$ cat src/rtl/wb_prefetch_fifo.sv
// Prefetch FIFO: a Wishbone classic controller polls a source device for words
// and buffers them; a Wishbone classic device port lets a consumer pop them.
module wb_prefetch_fifo #(
  parameter int ADDR_WIDTH = 4,
  parameter int DATA_WIDTH = 8
) (
  input  logic                  clk_i,
  input  logic                  rst_i,
  input  logic                  fetch_en_i,
  output logic                  src_cyc_o,
  output logic                  src_stb_o,
  output logic                  src_we_o,
  input  logic [DATA_WIDTH-1:0] src_dat_i,
  input  logic                  src_ack_i,
  input  logic                  snk_cyc_i,
  input  logic                  snk_stb_i,
  input  logic                  snk_we_i,
  output logic [DATA_WIDTH-1:0] snk_dat_o,
  output logic                  snk_ack_o,
  output logic                  snk_err_o,
  output logic [ADDR_WIDTH:0]   count_o
);

  localparam int DEPTH = 1 << ADDR_WIDTH;
  localparam logic [ADDR_WIDTH:0] FULL_CNT = (ADDR_WIDTH+1)'(DEPTH);

  localparam logic ST_IDLE = 1'b0;
  localparam logic ST_READ = 1'b1;

  logic                  state_q, state_d;
  logic                  src_cyc_q, src_cyc_d;
  logic [ADDR_WIDTH-1:0] wr_ptr_q, wr_ptr_d;
  logic [ADDR_WIDTH-1:0] rd_ptr_q, rd_ptr_d;
  logic [ADDR_WIDTH:0]   count_q, count_d;
  logic                  snk_ack_q, snk_ack_d;
  logic                  snk_err_q, snk_err_d;
  logic [DATA_WIDTH-1:0] snk_dat_q, snk_dat_d;
  logic [DATA_WIDTH-1:0] mem_q [DEPTH];

  logic full, empty, req, capture, pop;

  assign full    = (count_q == FULL_CNT);
  assign empty   = (count_q == '0);
  // The ack/err cycle masks the request so one bus read yields one pop.
  assign req     = snk_cyc_i && snk_stb_i && !snk_ack_q && !snk_err_q;
  assign capture = (state_q == ST_READ) && src_ack_i;
  assign pop     = req && !snk_we_i && !empty;

  always_comb begin
    state_d   = state_q;
    src_cyc_d = src_cyc_q;
    case (state_q)
      ST_IDLE: begin
        if (fetch_en_i && !full) begin
          state_d   = ST_READ;
          src_cyc_d = 1'b1;
        end
      end
      ST_READ: begin
        if (src_ack_i) begin
          state_d   = ST_IDLE;
          src_cyc_d = 1'b0;
        end
      end
      default: begin
        state_d   = ST_IDLE;
        src_cyc_d = 1'b0;
      end
    endcase
  end

  always_comb begin
    wr_ptr_d  = capture ? wr_ptr_q + 1'b1 : wr_ptr_q;
    rd_ptr_d  = pop ? rd_ptr_q + 1'b1 : rd_ptr_q;
    snk_ack_d = pop;
    snk_err_d = req && snk_we_i;
    snk_dat_d = pop ? mem_q[rd_ptr_q] : snk_dat_q;
    // A read is only launched when not full, so capture can never overflow.
    case ({capture, pop})
      2'b10:   count_d = count_q + 1'b1;
      2'b01:   count_d = count_q - 1'b1;
      default: count_d = count_q;
    endcase
  end

  always_ff @(posedge clk_i) begin
    if (rst_i) begin
      state_q   <= ST_IDLE;
      src_cyc_q <= 1'b0;
      wr_ptr_q  <= '0;
      rd_ptr_q  <= '0;
      count_q   <= '0;
      snk_ack_q <= 1'b0;
      snk_err_q <= 1'b0;
      snk_dat_q <= '0;
    end else begin
      state_q   <= state_d;
      src_cyc_q <= src_cyc_d;
      wr_ptr_q  <= wr_ptr_d;
      rd_ptr_q  <= rd_ptr_d;
      count_q   <= count_d;
      snk_ack_q <= snk_ack_d;
      snk_err_q <= snk_err_d;
      snk_dat_q <= snk_dat_d;
    end
  end

  always_ff @(posedge clk_i) begin
    if (!rst_i && capture) begin
      mem_q[wr_ptr_q] <= src_dat_i;
    end
  end

  assign src_cyc_o = src_cyc_q;
  assign src_stb_o = src_cyc_q;
  assign src_we_o  = 1'b0;
  assign snk_dat_o = snk_dat_q;
  assign snk_ack_o = snk_ack_q;
  assign snk_err_o = snk_err_q;
  assign count_o   = count_q;

endmodule

$ cat config.mk
export PLATFORM = sky130hd
export DESIGN_NAME = wb_prefetch_fifo
export DESIGN_NICKNAME = d
export VERILOG_FILES = /design/src/rtl/wb_prefetch_fifo.sv
export SDC_FILE = /design/constraint.sdc
export NUM_CORES = 1
export LEC_CHECK = 0
export ABC_AREA = 1
export CORE_MARGIN = 5
export CORE_UTILIZATION = 40
export DETAILED_ROUTE_END_ITERATION = 6
export PLACE_DENSITY = 0.59
export REMOVE_ABC_BUFFERS = 1
export SKIP_CTS_REPAIR_TIMING = 1
export SKIP_LAST_GASP = 1
export SYNTH_ARGS = -nofsm -noshare
export SYNTH_HDL_FRONTEND = slang
export SYNTH_SLANG_ARGS = --single-unit
$ cat constraint.sdc
create_clock -name clk_i -period 7 [get_ports clk_i]
set_clock_uncertainty 0.2 [all_clocks]
set_input_delay 1.4 -clock clk_i [delete_from_list [all_inputs] [get_ports clk_i]]
set_output_delay 1.4 -clock clk_i [all_outputs]
set_load 0.01 [all_outputs]
==> impl_metrics.toml, run 1 <==
[outcome]
status = "finished clean"

[clock_tree]
path_clk_slew_ns = 0.06
cts_made_buffers = 17
htreeDepth = 4
cts.path.max_buffers = 2
clock_latency_ns = 0.43
cts_root_buffer = "clkbuf_16"
tritoncts = "done"
cts_num_sinks = 153

[logic_synthesis]
synth_edf_count = 128
synth.most_common_cell = "nand2_1"
dominantRegCellSynth = "edfxtp_1"
synth-seq-cells = 153
netlist_area_sq_mm = 0.00671
synth_area_leaders = "edfxtp_1 57%, nand2_1 12%, dfxtp_1 7.5%"
async_flop_share_pct = 0
synthTopCellsByCount = "220 x nand2_1, 128 x edfxtp_1, 93 x nand3_1"
avgSynthCellArea_sq_um = 9.84
synth.distinct_cells = 26
synth_top_area_share_pct = 57.3
yosys_warnings = 0
yosysTopAreaCell = "edfxtp_1"
synth.yosys.seq_area_share_pct = 64.8
synthCells = 682

[global_route]
grt.met1_usage_pct = 23.8
grt_pass1_vias = 4451
grt_pass1_wl_um = 25000
grt_busiest_layer = "met2"
met2_usage_pct = 26.4
grt_use_total_pct = 17.3
overflow = 0
met3_usage_pct = 4.43
grt_max_degree = 68
antenna_found_initial = 0

[die]
die_h_um = 139
fp.dieW_um = 139
rows = 47
die_area_sq_mm = 0.0195
boundaryPins = 33
start_util_pct = 40.6
coreArea_sq_mm = 0.0165

[sta]
timing.setup.tns_ns = 0
max_freq_ghz = 0.279
tightest_slew_ns = 1.12
finalCritPeriodShare_pct = 51.1
min_period_ns = 3.58
hold_violations = 0
relSlewSlack_pct = 24.7
setup-violations-final = 0
grt_setup_unrepaired = "no"
final_max_slew_viol_count = 0

[final_layout]
drive_gt1_share_pct = 11.7
num-fill-cells = 1542
final_nets = 728
area_growth_pct = 15.6
finalNonFillerCells = 936
multi_input_area_sq_mm = 0.00181
antenna_cells = 0
seqCellArea_sq_mm = 0.00435
final_util_pct = 46.9

[hold_path]
holdPathStages = 2
hp-class = "reg -> reg"
hold_start = "state_q"

[route]
drt_iter0_drc = 428
antenna_left = 0
vias_per_cell = 4.96
totalWireLength_um = 16300
firstDrtPassIters = 5
vias = 4641
wl_per_cell_um = 17.5
drc = 0

[setup_path]
critPathRequiredTime_ns = 7.16
crit_start = "snk_cyc_i"
critPathMaxFanout = 20
critical_path_arrival_ns = 3.74
r2r-start = "rd_ptr_q[0]"
cp-end-kind = "flip-flop"
rr_worst_depth = 10
cp-start-kind = "input port"
crit_type = "in -> reg"

[placement]
routabilityCongestion = 0.850
portBuffers = 31
place_inst = 904
dp_hpwl_um = 10700

[pwr]
leakage_nw = 3.11
p_total_mw = 2.11
power.density_mw_per_mm2 = 272
ir_drop_v = 0.000163

[run]
cap_violations = 0
layout by cell type (no fill, tap or decap), types with 2 or more instances in the layout:
cell type	synthesis	final
ha_1	9	9
xor2_1	5	5
inv_1	40	40
inv_2	38	38
buf_4	10	3
nor2_1	34	34
nor3_1	13	13
dfxtp_1	25	24
inv_6	0	2
clkinv_4	0	5
clkdlybuf4s50_1	0	31
nand2_1	220	220
bufinv_16	0	4
o21ai_1	8	8
clkinv_1	5	7
clkinv_2	12	12
clkbuf_16	0	17
edfxtp_1	128	128
a21oi_1	13	13
nand3_1	93	93
power breakdown:
part	switching, mW	total, mW	internal [mW]	leakage, nW
logic	0.0942	0.142	0.0475	1.46
clock network	0.365	0.963	0.598	0.300
registers	0.00966	1.01	0.996	1.35
total	0.469	2.11	1.64	3.11
routing by layer:
metal / wire (um) / part of all wire [%]
met4: 328 / 2.0
met5: 0 / 0
met2: 7570 / 46
met3: 1030 / 6.3
met1: 7410 / 45
path summary, 6_finish.rpt:
check | to | slack (ns)
max | count_o[4] | 3.42
min | state_q | 0.28
max reg2reg | snk_dat_o[2] | 4.33
min reg2reg | state_q | 0.28
through the flow:
stage,hold slack (ns),instance area (sq um),setup WS [ns]
CTS,0.278,7760,3.44
detailed placement,0.269,7130,3.00
finish,0.280,7760,3.42
floorplan,0.242,6520,3.72
global route,0.310,7760,3.24
global placement,0.265,7130,3.06
cells by family (layout without fill, tap and decap cells):
group                    after synthesis  count (layout)  synth area share (%)
AO/OA/AOI/OAI                         23              23                  1.83
XOR/XNOR                               5               5                 0.653
adder cells (fa/ha/maj)               10              10                  1.98
buffers and inverters                127             161                  8.32
flip-flops                           153             153                  64.8
other                                  1               1                0.0559
AND/OR/NAND/NOR                      363             363                  22.4
state kept, by name, summed over array words and instances, names as in the netlist:
name and cells:
mem_q 128, snk_dat_o 8, count_o 5, rd_ptr_q 4, wr_ptr_q 4, snk_ack_o 1, snk_err_o 1, src_cyc_o 1
state_q 1
cell type report:
type / count / area share (%)
clock buffers: 18 / 5.53
clock inverters: 14 / 2.53
inverters: 95 / 4.79
multi-input cells: 402 / 23.3
flip-flops and latches: 153 / 56.0
well taps: 220 / 3.55
repair buffers: 34 / 4.29
critical path: stages:
cell and delay [ns]:
clkdlybuf4s50_1 0.46, nand3_1 0.09, nor2_1 0.12, nand2_2 0.11, inv_2 0.27, ha_1 0.37
ha_1 0.33, a21oi_1 0.16, nor2_1 0.06, nor2_1 0.08, nand2_1 0.05, nand2_1 0.07
nand2_1 0.05, a21oi_1 0.11
No activity file was read; power rests on OpenSTA's default activity.
==> run 2: changes to the inputs <==
Settings changed: PLACE_DENSITY 0.59 to 0.61.
Clock period 7 ns to 3.15 ns, I/O delays scaled along.
==> impl_metrics.toml, run 2 (same netlist as run 1, synthesis figures left out) <==
[outcome]
status = "finished clean"

[pwr]
switchingPower_mw = 0.975
leakage_nw = 3.22
p_int_mw = 3.61
power_frac_seq_pct = 48.6
ir_drop_v = 0.000347
clock_power_share_pct = 44.8
power.density_mw_per_mm2 = 581
power_switching_share_pct = 21.3
p_comb_share_pct = 6.6

[global_route]
grt_pass1_wl_um = 24200
grt_pass1_vias = 4633
antenna_found_initial = 0
grt_use_total_pct = 15.9
grt_max_degree = 67
overflow = 0

[die]
coreArea_sq_mm = 0.0165
die_area_sq_mm = 0.0195
die_h_um = 139
boundaryPins = 33
fp.dieW_um = 139
start_util_pct = 40.6
rows = 47

[sta]
holdWs_ns = 0.278
setup-violations-final = 0
min_period_ns = 2.64
tightest_slew_ns = 0.728
final_max_slew_viol_count = 0
finalCritPeriodShare_pct = 83.7
hold_violations = 0
timing.setup.tns_ns = 0
max_freq_ghz = 0.379
relSlewSlack_pct = 51.5
setup_slack_ns = 0.513
grt_setup_unrepaired = "no"

[clock_tree]
cts_made_buffers = 17
path_clk_slew_ns = 0.06
cts.path.max_buffers = 2
tritoncts = "done"
clock_latency_ns = 0.41
cts_num_sinks = 153
cts_root_buffer = "clkbuf_16"
htreeDepth = 4

[final_layout]
antenna_cells = 0
final_nets = 747
largest_register = "mem_q"
design_area_sq_mm = 0.00789
drive_gt1_share_pct = 14.1
layout_common_cells = "220 x nand2_1, 128 x edfxtp_1, 93 x nand3_1"
area_growth_pct = 17.7
layout_commonest_cell = "nand2_1"
largest_reg_flops = 128

[hold_path]
holdPathStages = 2
hp-class = "reg -> reg"

[setup_path]
critical_path_arrival_ns = 2.72
cp-end-kind = "flip-flop"
critPathRequiredTime_ns = 3.24
critPathMaxFanout = 7
reg2reg_setup_slack_ns = 0.65
rr_worst_depth = 12
crit_type = "in -> reg"
cp-start-kind = "input port"

[route]
drc = 0
drt_iter0_drc = 372
vias = 4650
firstDrtPassIters = 5
totalWireLength_um = 14800
vias_per_cell = 4.87
wl_per_cell_um = 15.5
antenna_left = 0

[placement]
dpl_cell_area_sq_mm = 0.00729
dp_hpwl_um = 9280
routabilityCongestion = 0.836
place_ws_ns = 0.157
portBuffers = 31

[run]
cap_violations = 0
## run 2: cell types whose count changed in the layout (fill, tap and decap cells not counted), sizes merged
cell	before	now
inv	80	79
buf	3	22
clkbuf	18	21
clkinv	24	22
bufinv	4	3
clkinvlp	1	2
## run 2: final timing paths
check,start,endpoint
setup / recovery,snk_cyc_i,count_o[4]
hold reg to reg,state_q,state_q
hold / removal,state_q,state_q
setup reg to reg,count_o[0],count_o[4]
## run 2: per-stage QoR
step / power [mW] / utilization [%] / std cells
3_5_place_dp: 2.57 / 44.1 / 923
6_report: 4.59 / 47.8 / 955
3_3_place_gp: 2.56 / 44.1 / 923
2_1_floorplan: 2.43 / - / 650
5_1_grt: 4.75 / 47.8 / 955
4_1_cts: 4.62 / 47.8 / 955
## run 2: layout make-up
type,instances,area [sq um]
Clock buffer,21,460
Clock inverter,11,146
Fill cell,1465,8630
Inverter,95,372
Multi-Input combinational cell,402,1810
Sequential cell,153,4350
Tap cell,220,275
Timing Repair Buffer,53,488
## run 2: power groups by stage
stage / clock network [mW] / logic (mW) / registers [mW]
6_report: 2.05 / 0.302 / 2.23
5_1_grt: 2.18 / 0.340 / 2.23
4_1_cts: 2.09 / 0.304 / 2.23
3_5_place_dp: 0 / 0.302 / 2.27
3_3_place_gp: 0 / 0.293 / 2.27
2_1_floorplan: 0 / 0.142 / 2.29
## run 2: metal layers
metal / vias to the layer above / wire length (um) / global-route usage [%]
met5: - / 0 / 0
met4: 0 / 210 / 4.99
met3: 16 / 787 / 3.19
met2: 131 / 7390 / 26.5
met1: 2217 / 6410 / 20.9
li1: 2286 / - / -
## run 2: worst max-delay path, cell delays in order
cell	delay [ns]
clkdlybuf4s50_1	0.46
nand3_1	0.09
nor2_1	0.12
nand2_2	0.11
inv_2	0.09
ha_1	0.26
ha_1	0.32
a21oi_1	0.18
nor2_1	0.07
o21bai_1	0.17
nand2_1	0.09
nand2_1	0.07
a21oi_1	0.05
